<file path="src/rtl/pll_clock_divider.sv">
// Programmable integer clock divider for the PLL phase-0 clock.
// Ratio changes and enable/disable take effect only at output period boundaries.
module pll_clock_divider #(
  parameter int unsigned DIV_WIDTH = 8,
  parameter int unsigned RESET_DIV = 4
) (
  input  logic                 clock,
  input  logic                 reset,
  input  logic                 enable,
  input  logic [DIV_WIDTH-1:0] div_in,
  input  logic                 div_update,
  output logic                 clk_out,
  output logic                 tick,
  output logic                 div_ack,
  output logic                 running,
  output logic [DIV_WIDTH-1:0] div_cur
);

  typedef enum logic [1:0] {
    IDLE,
    RUN,
    DRAIN
  } state_t;

  state_t state_q, state_d;

  logic                 en_s1_q, en_s_q;
  logic [DIV_WIDTH-1:0] cnt_q, cnt_d;
  logic [DIV_WIDTH-1:0] div_cur_q, div_cur_d;
  logic [DIV_WIDTH-1:0] pend_div_q, pend_div_d;
  logic                 pend_valid_q, pend_valid_d;
  logic                 clk_out_q, clk_out_d;
  logic                 tick_q, tick_d;
  logic                 div_ack_q, div_ack_d;
  logic                 running_q, running_d;
  logic [DIV_WIDTH-1:0] div_clamped;
  logic [DIV_WIDTH-1:0] high_len;
  logic                 boundary;

  always_comb begin
    state_d      = state_q;
    cnt_d        = cnt_q;
    div_cur_d    = div_cur_q;
    pend_div_d   = pend_div_q;
    pend_valid_d = pend_valid_q;
    div_ack_d    = 1'b0;

    div_clamped = (div_in < DIV_WIDTH'(2)) ? DIV_WIDTH'(2) : div_in;
    boundary    = (cnt_q == (div_cur_q - DIV_WIDTH'(1)));

    if (div_update) begin
      pend_div_d   = div_clamped;
      pend_valid_d = 1'b1;
    end

    case (state_q)
      IDLE: begin
        cnt_d = '0;
        // A strobe in this cycle supersedes the older pending value, so hold off.
        if (pend_valid_q && !div_update) begin
          div_cur_d    = pend_div_q;
          pend_valid_d = 1'b0;
          div_ack_d    = 1'b1;
        end
        if (en_s_q) state_d = RUN;
      end
      RUN, DRAIN: begin
        if (boundary) begin
          cnt_d = '0;
          if (pend_valid_d) begin
            div_cur_d    = pend_div_d;
            pend_valid_d = 1'b0;
            div_ack_d    = 1'b1;
          end
          state_d = en_s_q ? RUN : IDLE;
        end else begin
          cnt_d   = cnt_q + DIV_WIDTH'(1);
          state_d = en_s_q ? RUN : DRAIN;
        end
      end
      default: state_d = IDLE;
    endcase

    // Outputs are decoded from the next state so they register in step with cnt_q.
    high_len  = div_cur_d - (div_cur_d >> 1);
    running_d = (state_d != IDLE);
    tick_d    = running_d && (cnt_d == '0);
    clk_out_d = running_d && (cnt_d < high_len);
  end

  always_ff @(posedge clock) begin
    if (reset) begin
      state_q      <= IDLE;
      en_s1_q      <= 1'b0;
      en_s_q       <= 1'b0;
      cnt_q        <= '0;
      div_cur_q    <= DIV_WIDTH'(RESET_DIV);
      pend_div_q   <= '0;
      pend_valid_q <= 1'b0;
      clk_out_q    <= 1'b0;
      tick_q       <= 1'b0;
      div_ack_q    <= 1'b0;
      running_q    <= 1'b0;
    end else begin
      state_q      <= state_d;
      en_s1_q      <= enable;
      en_s_q       <= en_s1_q;
      cnt_q        <= cnt_d;
      div_cur_q    <= div_cur_d;
      pend_div_q   <= pend_div_d;
      pend_valid_q <= pend_valid_d;
      clk_out_q    <= clk_out_d;
      tick_q       <= tick_d;
      div_ack_q    <= div_ack_d;
      running_q    <= running_d;
    end
  end

  assign clk_out = clk_out_q;
  assign tick    = tick_q;
  assign div_ack = div_ack_q;
  assign running = running_q;
  assign div_cur = div_cur_q;

endmodule

</file>
<file path="config.mk">
export PLATFORM = sky130hd
export DESIGN_NAME = pll_clock_divider
export DESIGN_NICKNAME = d
export VERILOG_FILES = /design/src/rtl/pll_clock_divider.sv
export SDC_FILE = /design/constraint.sdc
export NUM_CORES = 1
export LEC_CHECK = 0
export CORE_AREA = 2 2 86 88
export CTS_BUF_LIST = sky130_fd_sc_hd__clkbuf_8
export DETAILED_ROUTE_END_ITERATION = 8
export DIE_AREA = 0 0 88 90
export HOLD_SLACK_MARGIN = 0.1
export PLACE_DENSITY = 0.57
export SLEW_MARGIN = 20
export SYNTH_ARGS = -nofsm -noshare
export SYNTH_HDL_FRONTEND = slang
export SYNTH_SLANG_ARGS = --single-unit
</file>
<file path="constraint.sdc">
create_clock -name clock -period 5.1 [get_ports clock]
set_input_delay 0.765 -clock clock [delete_from_list [all_inputs] [get_ports clock]]
set_output_delay 0.765 -clock clock [all_outputs]
set_load 0.03 [all_outputs]
</file>
==> impl_metrics.ini <==
[routing]
wl_met2_um = 2800
drc = 0
via_count = 2108
antenna_left = 0
dr_wl_met3_um = 256
post_drt_wl_per_cell_um = 14.6
routed_via_density = 5.19
maxUsedRoutingLayer = met4
wl_um = 5930
drt-met1-wl_um = 2750
drtIter0Drc = 107
first_pass_iters = 4

[die]
die_w_um = 88
initial_core_util = 0.340
core_mm2 = 0.00702
io_pins = 24
die_area_mm2 = 0.00792
num_rows = 31
die_y_um = 90

[synthesis]
synth_compound_area_frac = 0.186
synth_top_area_share = 0.277
postSynthAreaPerCell_um2 = 8.64
synth-seq-cells = 33
synthArstFlopShare = 0
synth_top_family_by_area = simple AND/OR/NAND/NOR gates
synth_cell_type_count = 61
synth_xor_area_frac = 0.0735
synth_warnings = 0
seq_area_frac_synth = 0.277
synthTopCellsByCount = 33 x dfxtp_1, 30 x nor2_1, 18 x ha_1, 17 x inv_1, 16 x nor2b_1
synthAdderAreaFrac = 0.103
syn_inst = 276
muxShareOfSynthArea = 0.0546
synth-simple-area-share = 0.238
yosys.cell_count.top_type = dfxtp_1
yosys.area.top_type = dfxtp_1
synth_edf_count = 0
synth_fp_nets = 307
synth_area_leaders = dfxtp_1 28%, ha_1 9.4%, nor2_1 4.7%
synth_area_mm2 = 0.00238
ys_dominant_reg_cell = dfxtp_1

[power_and_ir_drop]
powerDensity_mw_per_mm2 = 336
swShare = 0.386
ir_drop_v = 0.000119
internal-power_uw = 584
switchingPower_uw = 367
leakage_uw = 0.00115
clkPwrFrac = 0.216
seqPwrFrac = 0.318
p_comb_frac = 0.466

[cts]
cts-htree-levels = 2
cts.path.max_buffers = 2
cts_root_buffer = clkbuf_8
cts.sinks = 33
cts_buffers = 5
path_clk_slew_ns = 0.07
worstSkewPairLatency_ns = 0.29
cts_tree = yes

[setup_path]
critical-path-slowest-cell = dfxtp_1
crit_chain = inv_1 > ha_1 > xor2_1 > o2111ai_1 > nor4_4 > nand3b_2 > mux2_4 > a222oi_1 > buf_4 > ha_1 > nor2b_1 > o21ai_0 > nand2b_1 > a21o_1 > a21oi_1 > o21bai_1 > a21oi_1 > xor2_1 > ha_1 > and4_1 > o211ai_1 > o2111a_1
slowest_delay_ns = 0.33
cp.arrival_ns = 4.85
path_max_fanout = 3
critPathBufInv = 2
rrSetupSlack_ns = 0.44
cpLargestDelayFamily = compound AO/OA/AOI/OAI gates
worstSetupPathType = reg -> reg
crit_required_ns = 5.29
cp_common_cell = ha_1
end_kind = register
setup.worst_path.start_class = register

[grt]
gr-total-overflow = 0
grt_usage = 0.163
grt_pass1_wl_um = 10200
grt_max_degree = 24
grt_pass1_vias = 2037
antenna_found_initial = 0

[place]
post-place-ws_ns = 0.178
placed_cells = 397
portBuffers = 23
post-dp-hpwl_um = 4590
gp_congestion = 0.788

[layout]
n_antenna_cell = 0
area_delta_synth_final_pct = 18.8
nNetsFinal = 338
layout.cells.non_filler = 406
drive_gt1_frac = 0.124
fillers = 736

[run]
maxCapViolCount = 0

[sta]
fin_setup_tns_ns = 0
setup-violations-final = 0
rsz0062_at_grt = no
hold_violations = 0
fmax_mhz = 214
fin_crit_sh = 0.914
worstMarginPinSlew_ns = 0.668
finalMaxSlewViolations = 0
min_period_ns = 4.66
fin_skew_ns = 0.00536
maxSlewHeadroom = 0.551
worst_slack_ns = 0.437

[worst_hold_path]
hold_path.class = reg -> reg

[status]
status = finished clean
-- registers in the layout, summed over array words and instances (netlist names) --
register      cells
pend_div_q        8
en_s1_q           1
state_q           2
en_s_q            1
pend_valid_q      1
tick              1
clk_out           1
div_ack           1
running           1
div_cur           8
cnt_q             8
-- worst register-to-register path, cell delays in order (launching register included) --
cell	delay (ns)
dfxtp_1	0.33
inv_1	0.06
ha_1	0.32
xor2_1	0.16
o2111ai_1	0.20
nor4_4	0.29
nand3b_2	0.15
mux2_4	0.31
a222oi_1	0.33
buf_4	0.18
ha_1	0.22
nor2b_1	0.12
o21ai_0	0.15
nand2b_1	0.10
a21o_1	0.19
a21oi_1	0.22
o21bai_1	0.09
a21oi_1	0.18
xor2_1	0.09
ha_1	0.31
and4_1	0.21
o211ai_1	0.09
o2111a_1	0.25
-- cells by family after synthesis --
kind of cell    count (synthesis)
compound gates                 62
xor+xnor                       20
fa+ha+maj                      19
buf+inv                        29
flops                          33
mux                            12
simple gates                  101
-- routing by layer --
layer / up-vias / GRT usage
met5: - / 0
met4: 0 / 0.0513
met3: 9 / 0.0376
met2: 44 / 0.260
met1: 996 / 0.214
li1: 1059 / -
-- cells in the final DEF, fill, tap and decap left out, types with 12 or more instances in the layout --
master / Yosys / routed
ha_1: 18 / 18
buf_4: 1 / 13
o21ai_0: 12 / 12
a21oi_1: 14 / 14
nor2_1: 30 / 30
nor2b_1: 16 / 16
dfxtp_1: 33 / 33
clkdlybuf4s50_1: 0 / 23
inv_1: 17 / 18
-- final cells by class --
cell class	count	area (um2)	share of cell area
clock inverter	1	3.75	0.00133
multi-input combinational	214	1570	0.554
clock buffer	6	82.6	0.0292
sequential	33	661	0.233
timing repair buffer	36	328	0.116
tap	99	124	0.0437
inverter	17	63.8	0.0225
-- metrics by stage --
step / hold slack (ns) / area [um2] / util / power, uW
4_1_cts: 0.459 / 2810 / 0.400 / 956
2_1_floorplan: 0.414 / 2380 / - / 627
6_report: 0.456 / 2830 / 0.403 / 952
3_5_place_dp: 0.440 / 2720 / 0.388 / 749
5_1_grt: 0.487 / 2830 / 0.403 / 1030
3_3_place_gp: 0.418 / 2720 / 0.388 / 742
-- power groups by stage --
| stage | Combinational (uW) | Clock [uW] | Sequential, uW |
|---|---|---|---|
| detailed placement | 441 | 0 | 308 |
| global placement | 434 | 0 | 308 |
| floorplan | 300 | 0 | 327 |
| CTS | 444 | 211 | 302 |
| global route | 501 | 222 | 306 |
| finish | 444 | 205 | 303 |
-- timing repair --
| item | 4_1_cts | 5_1_grt |
|---|---|---|
| hold buffers | 0 | 0 |
| hold endpoints to repair | 0 | 0 |
| setup endpoints to repair | 0 | 1 |
| setup buffers | 0 | 2 |
| gates resized for setup | 0 | 1 |
-- worst paths after layout --
path	from	endpoint	depth (start not counted)
worst min register to register	en_s1_q	en_s_q	1
worst max-delay path	div_cur[0]	clk_out	22
worst max register to register	div_cur[0]	clk_out	22
worst min-delay path	en_s1_q	en_s_q	1
No activity file was read; power rests on OpenSTA's default activity.
